`src/rtl/tensor_uart_dumper_pkg.sv`:
```
// Shared types and constants for the tensor UART dumper.
// Holds the FSM encoding, the frame sync byte and the default bit period.
package tensor_uart_dumper_pkg;

  typedef enum logic [2:0] {
    IDLE,
    SYNC,
    FETCH,
    HI,
    LO,
    CSUM
  } state_t;

  localparam logic [7:0] SYNC_BYTE = 8'hA5;
  localparam int DEFAULT_CLKS_PER_BIT = 217;

endpackage

```
`src/rtl/uart_tx_byte.sv`:
```
// 8N1 byte serialiser: load/data in, tx line and one-cycle done out.
// Ports: clock, reset_n, load, data[7:0] -> tx, done, active.
module uart_tx_byte
  import tensor_uart_dumper_pkg::*;
#(
  parameter int CLKS_PER_BIT = DEFAULT_CLKS_PER_BIT
) (
  input  logic       clock,
  input  logic       reset_n,
  input  logic       load,
  input  logic [7:0] data,
  output logic       tx,
  output logic       done,
  output logic       active
);

  localparam logic [15:0] CNT_MAX =
    16'(CLKS_PER_BIT - 1);

  logic [15:0] cnt;
  logic [3:0]  bit_idx;
  logic [8:0]  sh;
  logic        bit_end;

  assign bit_end = active && (cnt == CNT_MAX);
  // done marks the final cycle of the stop bit
  assign done = bit_end && (bit_idx == 4'd9);

  always_ff @(posedge clock or negedge reset_n) begin
    if (!reset_n) begin
      tx      <= 1'b1;
      active  <= 1'b0;
      cnt     <= '0;
      bit_idx <= '0;
      sh      <= '0;
    end else if (!active) begin
      if (load) begin
        active  <= 1'b1;
        cnt     <= '0;
        bit_idx <= '0;
        // stop bit rides in sh[8] and
        // falls out after the 8 data bits
        sh      <= {1'b1, data};
        tx      <= 1'b0;
      end
    end else if (bit_end) begin
      cnt <= '0;
      if (bit_idx == 4'd9) begin
        active  <= 1'b0;
        tx      <= 1'b1;
        bit_idx <= '0;
      end else begin
        tx      <= sh[0];
        sh      <= {1'b0, sh[8:1]};
        bit_idx <= bit_idx + 4'd1;
      end
    end else begin
      cnt <= cnt + 16'd1;
    end
  end

endmodule

```
`src/rtl/tensor_uart_dumper.sv`:
```
// Streams one tensor over UART: sync, hi/lo element bytes, XOR checksum.
// Ports: clock, reset_n, start, data[15:0] -> read_tensor_id, read_index, tx, busy.
module tensor_uart_dumper
  import tensor_uart_dumper_pkg::*;
#(
  parameter int CLKS_PER_BIT = DEFAULT_CLKS_PER_BIT,
  parameter int TENSOR_ID    = 0,
  parameter int TENSOR_LEN   = 4
) (
  input  logic        clock,
  input  logic        reset_n,
  input  logic        start,
  input  logic [15:0] data,
  output logic [15:0] read_tensor_id,
  output logic [15:0] read_index,
  output logic        tx,
  output logic        busy
);

  localparam logic [15:0] LAST_IDX =
    16'(TENSOR_LEN - 1);

  state_t      state;
  state_t      nxt;
  logic [15:0] data_q;
  logic [7:0]  csum;
  logic        load;
  logic [7:0]  tx_byte;
  logic        done;
  logic        active;
  logic        last;

  assign read_tensor_id = 16'(TENSOR_ID);
  assign busy = (state != IDLE);
  assign last = (read_index == LAST_IDX);

  uart_tx_byte #(
    .CLKS_PER_BIT(CLKS_PER_BIT)
  ) u_tx (
    .clock  (clock),
    .reset_n(reset_n),
    .load   (load),
    .data   (tx_byte),
    .tx     (tx),
    .done   (done),
    .active (active)
  );

  // Each byte is loaded in the single idle
  // cycle after the previous stop bit; the
  // hi byte is loaded straight from data in
  // FETCH so that cycle doubles as the gap.
  always_comb begin
    nxt     = state;
    load    = 1'b0;
    tx_byte = SYNC_BYTE;
    unique case (state)
      IDLE: begin
        if (start) nxt = SYNC;
      end
      SYNC: begin
        load = !active;
        if (done) nxt = FETCH;
      end
      FETCH: begin
        load    = 1'b1;
        tx_byte = data[15:8];
        nxt     = HI;
      end
      HI: begin
        if (done) nxt = LO;
      end
      LO: begin
        load    = !active;
        tx_byte = data_q[7:0];
        if (done) nxt = last ? CSUM : FETCH;
      end
      CSUM: begin
        load    = !active;
        tx_byte = csum;
        if (done) nxt = IDLE;
      end
      default: nxt = IDLE;
    endcase
  end

  always_ff @(posedge clock or negedge reset_n) begin
    if (!reset_n) begin
      state <= IDLE;
    end else begin
      state <= nxt;
    end
  end

  always_ff @(posedge clock or negedge reset_n) begin
    if (!reset_n) begin
      data_q     <= '0;
      csum       <= '0;
      read_index <= '0;
    end else begin
      if (state == IDLE && start) begin
        csum <= '0;
      end
      if (state == FETCH) begin
        data_q <= data;
        csum   <= csum ^ data[15:8];
      end
      if (state == LO && load) begin
        csum <= csum ^ data_q[7:0];
      end
      if (state == LO && done && !last) begin
        read_index <= read_index + 16'd1;
      end
      if (state == CSUM && done) begin
        read_index <= '0;
      end
    end
  end

endmodule

```
`config.mk`:
```
export PLATFORM = sky130hd
export DESIGN_NAME = tensor_uart_dumper
export DESIGN_NICKNAME = d
export VERILOG_FILES = /design/src/rtl/tensor_uart_dumper_pkg.sv /design/src/rtl/uart_tx_byte.sv /design/src/rtl/tensor_uart_dumper.sv
export SDC_FILE = /design/constraint.sdc
export NUM_CORES = 1
export LEC_CHECK = 0
export CAP_MARGIN = 20
export CORE_ASPECT_RATIO = 2
export CORE_MARGIN = 5
export CORE_UTILIZATION = 30
export CTS_BUF_LIST = sky130_fd_sc_hd__clkbuf_4
export DETAILED_ROUTE_END_ITERATION = 12
export GPL_TIMING_DRIVEN = 0
export PLACE_DENSITY = 0.49
export SYNTH_ARGS = -nofsm -noshare
export SYNTH_HDL_FRONTEND = slang
export SYNTH_SLANG_ARGS = --single-unit
export TNS_END_PERCENT = 20
```
`constraint.sdc`:
```
create_clock -name clock -period 2.2 [get_ports clock]
set_clock_uncertainty 0.2 [all_clocks]
set_input_delay 0.33 -clock clock [delete_from_list [all_inputs] [get_ports clock]]
set_output_delay 0.33 -clock clock [all_outputs]
set_load 0.02 [all_outputs]
```
==> flow_summary.json, run 1 <==
{
  "yosysUniqueCellTypes": 65,
  "final_area_sq_um": 5157,
  "antenna_left": 0,
  "p_leak_nw": 2.193,
  "dp.cells": 659,
  "cp-start-kind": "flop",
  "status": "finished, violations left",
  "r2r_slack_ns": -0.0002,
  "clock-root-buffer": "clkbuf_4",
  "rr_endpoint": "read_index[7]$_DFFE_PN0P_",
  "tightest_slew_ns": 0.6017,
  "hp-class": "in2async",
  "grt_pass1_vias": 4014,
  "synth-seq-cells": 66,
  "p_sw_uw": 780.1,
  "dieWidth_microns": 92.15,
  "overflow": 0,
  "p_seq_share_pct": 53.6,
  "stdcell_count": 691,
  "crit_path_end_kind": "flop",
  "avgSynthCellArea_sq_um": 8.958,
  "r2r_cells": 5,
  "fp-row-count": 60,
  "r2r_start": "state[0]$_DFFE_PN0P_",
  "power.density_nw_per_um2": 503.1,
  "crit_type": "reg2reg",
  "relSlewSlack_pct": 59.67,
  "wl_per_cell_microns": 18.75,
  "violations": "setup timing",
  "clk_latency_ns": 0.44,
  "grt_max_degree": 61,
  "synth_cells": 452,
  "cap_viol_max_count": 0,
  "yosysWarningCount": 0,
  "fmax_mhz": 454.5,
  "ys_seq_area_share_pct": 40.82,
  "drive_gt1_share_pct": 21.68,
  "synth_edf_count": 0,
  "fin_ws_ns": -0.0002254,
  "h-tree-depth": 3,
  "track_usage_pct": 16.29,
  "finalWeightedCongestion": 0.8208,
  "synthArstFlopShare_pct": 100.0,
  "yosysTopAreaCell": "dfrtp_1",
  "power_frac_clock_pct": 29.4,
  "totalWireLength_mm": 12.96,
  "avgViaCountPerCell": 5.559,
  "top_layer": "met4",
  "yosysTopAreaCellShare_pct": 40.17,
  "drtIter0Drc": 253,
  "grt_pass1_wl_mm": 20.70,
  "min_period_ns": 2.200,
  "numCtsBuffers": 9,
  "synthFlopType": "dfrtp_1",
  "finalNetCount": 554,
  "port_buffers": 36,
  "hold_violations": 0,
  "fin_crit_sh_pct": 100.0,
  "fp.dieH_microns": 174.3,
  "ios": 53,
  "drc": 0,
  "dr_total_vias": 3841,
  "slew_violations": 0,
  "drtPass1Iterations": 5,
  "worstPathRequired_ns": 2.36,
  "worstPathArrival_ns": 2.36,
  "utilization_pct": 38.60,
  "seqCellArea_sq_um": 1662,
  "internal_power_mw": 1.815,
  "multiInputGateArea_sq_um": 2312,
  "dp_slack_ns": -0.2065,
  "nFillCells": 1381,
  "crit_path_max_fanout": 10,
  "power_frac_comb_pct": 17.0,
  "swShare_pct": 30.06,
  "syn2layout_area_growth_pct": 27.38,
  "antenna_found_initial": 1,
  "final_cell_mix": "nand2_1 (58), dfrtp_1 (58), clkdlybuf4s50_1 (34)",
  "rsz0062_at_grt": "yes",
  "route.met2.wl_mm": 7.287,
  "synthTopCellsByArea": "dfrtp_1 (40%), nand2_1 (5.5%), mux2i_1 (3.7%)",
  "start_util_pct": 30.30,
  "drt-met1-wl_mm": 4.828,
  "cts_max_path_buffers": 2,
  "wl_met3_microns": 406,
  "place_area_sq_um": 4684,
  "die_area_sq_um": 16060,
  "synth_area_sq_um": 4049,
  "vdd_drop_max_mv": 0.3538,
  "hpwl_mm": 9.225,
  "clkTransAtPathRegs_ns": 0.12,
  "tns_ns": -0.0002254,
  "cts_tree": "built",
  "numClockSinks": 66,
  "core_area_sq_um": 13360,
  "setup_violations": 1
}
[per-stage QoR]
stage	hold slack, ns	power, mW
after floorplan	-0.1656	1.631
after global placement	0.2556	1.753
after detailed placement	-0.03332	1.769
after CTS	0.02228	2.573
after global routing	0.02807	2.723
final	0.03552	2.595
[synthesized netlist by cell type, types with 4 or more instances]
| master | count |
|---|---|
| a21o_1 | 9 |
| a21oi_1 | 17 |
| a22oi_1 | 11 |
| a2bb2oi_1 | 4 |
| a31oi_1 | 14 |
| and2_1 | 4 |
| and3_1 | 5 |
| and4_1 | 4 |
| buf_2 | 11 |
| buf_4 | 16 |
| clkbuf_1 | 16 |
| dfrtp_1 | 65 |
| ha_1 | 5 |
| inv_1 | 10 |
| mux2_2 | 4 |
| mux2i_1 | 15 |
| nand2_1 | 59 |
| nand2b_1 | 4 |
| nand3_1 | 19 |
| nand4_1 | 16 |
| nor2_1 | 18 |
| nor2b_1 | 4 |
| nor3_1 | 15 |
| nor4_1 | 8 |
| o21ai_0 | 29 |
| o21bai_1 | 5 |
| o22ai_1 | 6 |
| o31ai_1 | 4 |
| or4_1 | 5 |
[power by group through the flow]
stage	registers [mW]	logic (mW)	clock network [mW]
4_1_cts	1.38	0.396	0.797
3_5_place_dp	1.40	0.368	0
5_1_grt	1.40	0.488	0.837
6_report	1.39	0.441	0.762
3_3_place_gp	1.40	0.352	0
2_1_floorplan	1.37	0.257	0
[critical path, stage by stage, from the launching register on]
cell and delay (ns):
dfrtp_1 0.37, buf_2 0.20, nor4bb_2 0.45, nand2_1 0.23, or4_1 0.51, a21oi_1 0.17
[flip-flops by register name, indices dropped and copies added, names as in the netlist, 3 cells and up]
signal and flops:
read_index 16, u_tx.cnt 16, u_tx.sh 9, csum 8, data_q 8, u_tx.bit_idx 4
state 3
[final cells by class]
type                            count  share of cell area, %
Antenna cell                        1                0.04852
Timing Repair Buffer               53                  10.29
Multi-Input combinational cell    346                  44.83
Sequential cell                    66                  32.22
Clock buffer                       15                  2.183
Clock inverter                      1                0.09704
Tap cell                          155                  3.760
Inverter                           10                 0.7278
Buffer                             44                  5.847
[logic make-up (layout without fill, tap and decap cells)]
logic type               Yosys count  after routing  share of synthesized area, %
AND/OR/NAND/NOR                  180            180                         24.29
AO/OA/AOI/OAI                    125            125                         20.92
flip-flops                        66             66                         40.82
buffers and inverters             55            123                         7.293
multiplexers                      19             19                         4.821
adder cells (fa/ha/maj)            5              5                         1.545
other                              1             17                       0.09262
XOR/XNOR                           1              1                        0.2164
[timing repair]
item                       4_1_cts  5_1_grt
setup endpoints to repair       51       47
pin swaps                        4        7
gates cloned                     0        1
resized for setup               26       46
hold endpoints to repair        65        0
buffers inserted                 5        9
hold buffers                     1        0
[how the worst max path moves through the flow]
stage                                  startpoint                         end  depth (start not counted)
final                        state[0]$_DFFE_PN0P_   read_index[7]$_DFFE_PN0P_                          5
after CTS                    state[1]$_DFFE_PN0P_                        busy                          4
after detailed placement     state[1]$_DFFE_PN0P_      u_tx.sh[1]$_DFFE_PN0P_                          7
after global placement                    reset_n   read_index[3]$_DFFE_PN0P_                          1
after floorplan           u_tx.cnt[0]$_DFFE_PN0P_        state[1]$_DFFE_PN0P_                          7
after global routing         state[0]$_DFFE_PN0P_  read_index[10]$_DFFE_PN0P_                          5
[routing by layer]
| metal | global-route usage (%) | vias up |
|---|---|---|
| met1 | 16.35 | 1877 |
| met3 | 2.425 | 34 |
| met4 | 8.995 | 0 |
| met5 | 0 | - |
| li1 | - | 1829 |
| met2 | 31.14 | 101 |
Power figures use the tool's default switching activity.
==> run 2, diff against run 1 <==
CAP_MARGIN = default   (was 20)
CORE_MARGIN = 4   (was 5)
==> flow_summary.json, run 2 (same netlist as run 1, synthesis figures left out) <==
{
  "clock-root-buffer": "clkbuf_4",
  "finalNetCount": 544,
  "relSlewSlack_pct": 61.11,
  "overflow": 0,
  "totalWireLength_mm": 12.32,
  "hold_violations": 0,
  "cp-start-kind": "flop",
  "status": "finished clean",
  "tns_ns": 0,
  "worstPathArrival_ns": 2.28,
  "dr_total_vias": 3827,
  "setup_violations": 0,
  "hpwl_mm": 9.008,
  "clk_latency_ns": 0.43,
  "fin_crit_sh_pct": 97.97,
  "grt_pass1_vias": 3749,
  "avgViaCountPerCell": 5.645,
  "power_frac_clock_pct": 31.8,
  "crit_path_max_fanout": 10,
  "h-tree-depth": 3,
  "dp_slack_ns": -0.2288,
  "die_area_sq_um": 15530,
  "hp-class": "in2async",
  "fin_ws_ns": 0.04470,
  "grt_max_degree": 55,
  "track_usage_pct": 16.16,
  "vdd_drop_max_mv": 0.2928,
  "power_frac_comb_pct": 15.9,
  "cts_max_path_buffers": 2,
  "drive_gt1_share_pct": 18.10,
  "fp-row-count": 59,
  "slew_violations": 0,
  "p_sw_uw": 758.8,
  "fp.dieH_microns": 172.3,
  "r2r_slack_ns": 0.04,
  "finalWeightedCongestion": 0.8322,
  "rsz0062_at_grt": "yes",
  "grt_pass1_wl_mm": 19.68,
  "hold-worst-slack_ns": 0.08739,
  "syn2layout_area_growth_pct": 23.92,
  "antenna_left": 0,
  "fmax_mhz": 464.0,
  "p_seq_share_pct": 52.4,
  "wl_per_cell_microns": 18.18,
  "rr_endpoint": "u_tx.bit_idx[0]$_DFFE_PN0P_",
  "ios": 53,
  "drtPass1Iterations": 5,
  "dieWidth_microns": 90.15,
  "internal_power_mw": 1.866,
  "core_area_sq_um": 13140,
  "final_area_sq_um": 5017,
  "tightest_slew_ns": 0.5802,
  "largestRegisters": "read_index x16, u_tx.cnt x16, u_tx.sh x9",
  "numCtsBuffers": 9,
  "port_buffers": 36,
  "crit_path_end_kind": "flop",
  "power.density_nw_per_um2": 523.2,
  "cap_viol_max_count": 0,
  "cts_tree": "built",
  "antenna_found_initial": 1,
  "numClockSinks": 66,
  "final_cell_mix": "dfrtp_1 (59), nand2_1 (58), clkdlybuf4s50_1 (34)",
  "layout_commonest_cell": "dfrtp_1",
  "min_period_ns": 2.155,
  "r2r_cells": 7,
  "swShare_pct": 28.90,
  "r2r_start": "u_tx.cnt[0]$_DFFE_PN0P_",
  "place_area_sq_um": 4681,
  "start_util_pct": 30.81,
  "drtIter0Drc": 134,
  "drc": 0,
  "p_leak_nw": 2.083,
  "worstPathRequired_ns": 2.32,
  "crit_type": "reg2reg",
  "clkTransAtPathRegs_ns": 0.11
}
## run 2: cell count changes in the layout (fill, tap and decap cells not counted), moves of 2 or more
cell / before / now
o21ai_0: 25 / 27
nor3_2: 5 / 3
inv_2: 3 / 1
clkinv_1: 0 / 2
nor4_2: 0 / 3
nor4_4: 4 / 2
o21ai_1: 3 / 1
inv_1: 7 / 9
buf_8: 2 / 0
buf_4: 32 / 25
## run 2: layout make-up
cell class | instances | area, sq um
Buffer | 43 | 286.5
Inverter | 10 | 37.54
Timing Repair Buffer | 44 | 435.4
Clock buffer | 12 | 90.09
Sequential cell | 66 | 1660
Clock inverter | 4 | 42.54
Tap cell | 152 | 190.2
Antenna cell | 1 | 2.502
Fill cell | 1372 | 8123
Multi-Input combinational cell | 346 | 2272
## run 2: stage by stage
stage / power [mW] / util [%] / instances
6_report: 2.625 / 38.18 / 678
3_5_place_dp: 1.762 / 35.62 / 656
5_1_grt: 2.759 / 38.18 / 678
3_3_place_gp: 1.751 / 35.43 / 655
2_1_floorplan: 1.631 / - / 467
4_1_cts: 2.648 / 37.68 / 678
## run 2: worst max path at each step
stage                              startpoint                          end  slack (ns)  cells after the start
CTS                      state[1]$_DFFE_PN0P_                         busy       -0.01                      4
floorplan             u_tx.cnt[0]$_DFFE_PN0P_         state[1]$_DFFE_PN0P_        0.20                      7
detailed placement       state[1]$_DFFE_PN0P_  u_tx.bit_idx[0]$_DFFE_PN0P_       -0.23                      7
global placement                      reset_n  u_tx.bit_idx[0]$_DFFE_PN0P_       -2.00                      1
global route        read_index[0]$_DFFE_PN0P_         state[0]$_DFFE_PN0P_       -0.05                      6
finish                u_tx.cnt[0]$_DFFE_PN0P_  u_tx.bit_idx[0]$_DFFE_PN0P_        0.04                      7
## run 2: layer usage
layer | vias to the layer above | share of wire, % | track usage [%]
met5 | - | 0 | 0
met3 | 32 | 2.6 | 2.612
met4 | 0 | 3.6 | 8.139
met1 | 1895 | 38 | 16.30
li1 | 1807 | - | -
met2 | 93 | 56 | 31.69
## run 2: timing repair
item                                    in CTS  in global routing
resized for setup                           26                 29
hold buffers                                 1                  0
setup buffers                                6                  0
endpoints found under the setup margin      52                 39
endpoints found under the hold margin       65                  0
pin swaps                                    6                  1
## run 2: power by group through the flow
stage	combinational (mW)	sequential, mW	clock (mW)
2_1_floorplan	0.257	1.37	0
3_3_place_gp	0.351	1.40	0
3_5_place_dp	0.363	1.40	0
4_1_cts	0.414	1.37	0.864
5_1_grt	0.465	1.39	0.908
6_report	0.416	1.37	0.834
## run 2: worst max-delay path, cell delays in order, from the launching register on
cell	delay, ns
dfrtp_2	0.44
inv_1	0.06
ha_1	0.14
and4bb_4	0.30
nand4_4	0.18
buf_6	0.20
buf_4	0.19
o41ai_2	0.34
==> run 3, diff against run 2 <==
RECOVER_POWER = 50   (was default)
==> flow_summary.json, run 3 (same netlist as run 1, synthesis figures left out) <==
{
  "slew_violations": 0,
  "internal_power_mw": 1.866,
  "p_leak_nw": 2.080,
  "largestRegisters": "read_index x16, u_tx.cnt x16, u_tx.sh x9",
  "relSlewSlack_pct": 41.99,
  "crit_path_max_fanout": 10,
  "port_buffers": 36,
  "dieWidth_microns": 90.15,
  "gr-usage-met2_pct": 31.69,
  "grt_pass1_wl_mm": 19.68,
  "cts_tree": "built",
  "layout_commonest_cell": "dfrtp_1",
  "die_area_sq_um": 15530,
  "rsz0062_at_grt": "yes",
  "hpwl_mm": 9.008,
  "nFillCells": 1371,
  "hp-class": "in2reg",
  "drc": 0,
  "start_util_pct": 30.81,
  "fp-row-count": 59,
  "grtUsageMet1_pct": 16.30,
  "numClockSinks": 66,
  "r2r_cells": 7,
  "grt_pass1_vias": 3749,
  "drtIter0Drc": 134,
  "avgViaCountPerCell": 5.645,
  "cts_max_path_buffers": 2,
  "antenna_found_initial": 1,
  "p_seq_share_pct": 52.4,
  "power_frac_comb_pct": 15.8,
  "grt_max_degree": 55,
  "overflow": 0,
  "hold_violations": 0,
  "setup_violations": 0,
  "core_area_sq_um": 13140,
  "numCtsBuffers": 9,
  "ios": 53,
  "finalWeightedCongestion": 0.8322,
  "syn2layout_area_growth_pct": 23.83,
  "drive_gt1_share_pct": 17.90,
  "clk_latency_ns": 0.43,
  "track_usage_pct": 16.16,
  "power_frac_clock_pct": 31.8,
  "final_cell_mix": "dfrtp_1 (59), nand2_1 (58), clkdlybuf4s50_1 (34)",
  "finalNetCount": 544,
  "crit_type": "reg2reg",
  "antenna_left": 0,
  "worstPathRequired_ns": 2.32,
  "fp.dieH_microns": 172.3,
  "drtPass1Iterations": 5,
  "fin_crit_sh_pct": 97.97,
  "cp-start-kind": "flop",
  "use_met3_pct": 2.612,
  "h-tree-depth": 3,
  "dr_total_vias": 3827,
  "cap_viol_max_count": 0,
  "clkTransAtPathRegs_ns": 0.11,
  "power.density_nw_per_um2": 523.5,
  "swShare_pct": 28.91,
  "wl_per_cell_microns": 18.18,
  "min_path_cells": 3,
  "grt.busiest_layer": "met2",
  "worstPathArrival_ns": 2.28,
  "vdd_drop_max_mv": 0.2928,
  "clock-root-buffer": "clkbuf_4",
  "fmax_mhz": 464.0,
  "hold-worst-slack_ns": 0.2239,
  "status": "finished clean",
  "min_period_ns": 2.155,
  "totalWireLength_mm": 12.33,
  "crit_path_end_kind": "flop",
  "tightest_slew_ns": 0.8702,
  "utilization_pct": 38.15,
  "p_sw_uw": 758.9
}
-- run 3: changes by cell type in the layout (fill, tap and decap cells not counted), sizes merged --
cell,before,now
clkbuf,29,30
buf,35,34
-- run 3: routing by layer --
| layer | routed length [microns] | part of all wire (%) |
|---|---|---|
| met5 | 0 | 0 |
| met4 | 440 | 3.6 |
| met3 | 317 | 2.6 |
| met2 | 6883 | 56 |
| met1 | 4684 | 38 |
-- run 3: worst paths after layout --
kind,start,to,slack [ns]
max,u_tx.cnt[0]$_DFFE_PN0P_,u_tx.bit_idx[0]$_DFFE_PN0P_,0.04
min,data[2],data_q[2]$_DFFE_PN0P_,0.22
max reg2reg,u_tx.cnt[0]$_DFFE_PN0P_,u_tx.bit_idx[0]$_DFFE_PN0P_,0.04
min reg2reg,csum[4]$_DFFE_PN0P_,csum[4]$_DFFE_PN0P_,0.28
max in group asynchronous,reset_n,u_tx.tx$_DFFE_PN1P_,0.64
min in group asynchronous,reset_n,data_q[4]$_DFFE_PN0P_,0.33
-- run 3: layout make-up --
type | instances | area [sq um] | share of cell area, %
Inverter | 10 | 37.54 | 0.7487
Tap cell | 152 | 190.2 | 3.793
Buffer | 43 | 286.5 | 5.715
Clock buffer | 12 | 90.09 | 1.797
Multi-Input combinational cell | 346 | 2272 | 45.32
Clock inverter | 4 | 42.54 | 0.8485
Sequential cell | 66 | 1660 | 33.12
Antenna cell | 1 | 2.502 | 0.04991
Timing Repair Buffer | 44 | 431.7 | 8.610
-- run 3: power groups by stage --
stage               sequential, mW  clock, mW  combinational [mW]
global placement              1.40          0               0.351
CTS                           1.37      0.864               0.414
detailed placement            1.40          0               0.363
finish                        1.37      0.834               0.416
global route                  1.39      0.908               0.464
floorplan                     1.37          0               0.257
-- run 3: repair_timing --
item / 4_1_cts / 5_1_grt
hold buffers: 1 / 0
endpoints found under the hold margin: 65 / 0
buffers inserted: 6 / 0
pin swaps: 6 / 1
gates resized for setup: 26 / 29
endpoints found under the setup margin: 52 / 39
cloned: 0 / 0
-- run 3: through the flow --
stage | area [sq um] | TNS (ns) | power, mW | cells | setup WS, ns
final | 5014 | 0 | 2.625 | 678 | 0.04470
after global routing | 5014 | -0.5055 | 2.759 | 678 | -0.05370
after CTS | 4951 | -0.01511 | 2.648 | 678 | -0.01042
after detailed placement | 4681 | -5.175 | 1.762 | 656 | -0.2288
after global placement | 4656 | -135.07 | 1.751 | 655 | -1.995
after floorplan | 4105 | 0 | 1.631 | 467 | 0.1996
-- run 3: critical path, stage by stage, from the launching register on --
cell and delay [ns]:
dfrtp_2 0.44, inv_1 0.06, ha_1 0.14, and4bb_4 0.30, nand4_4 0.18, buf_6 0.20
buf_4 0.19, o41ai_2 0.34
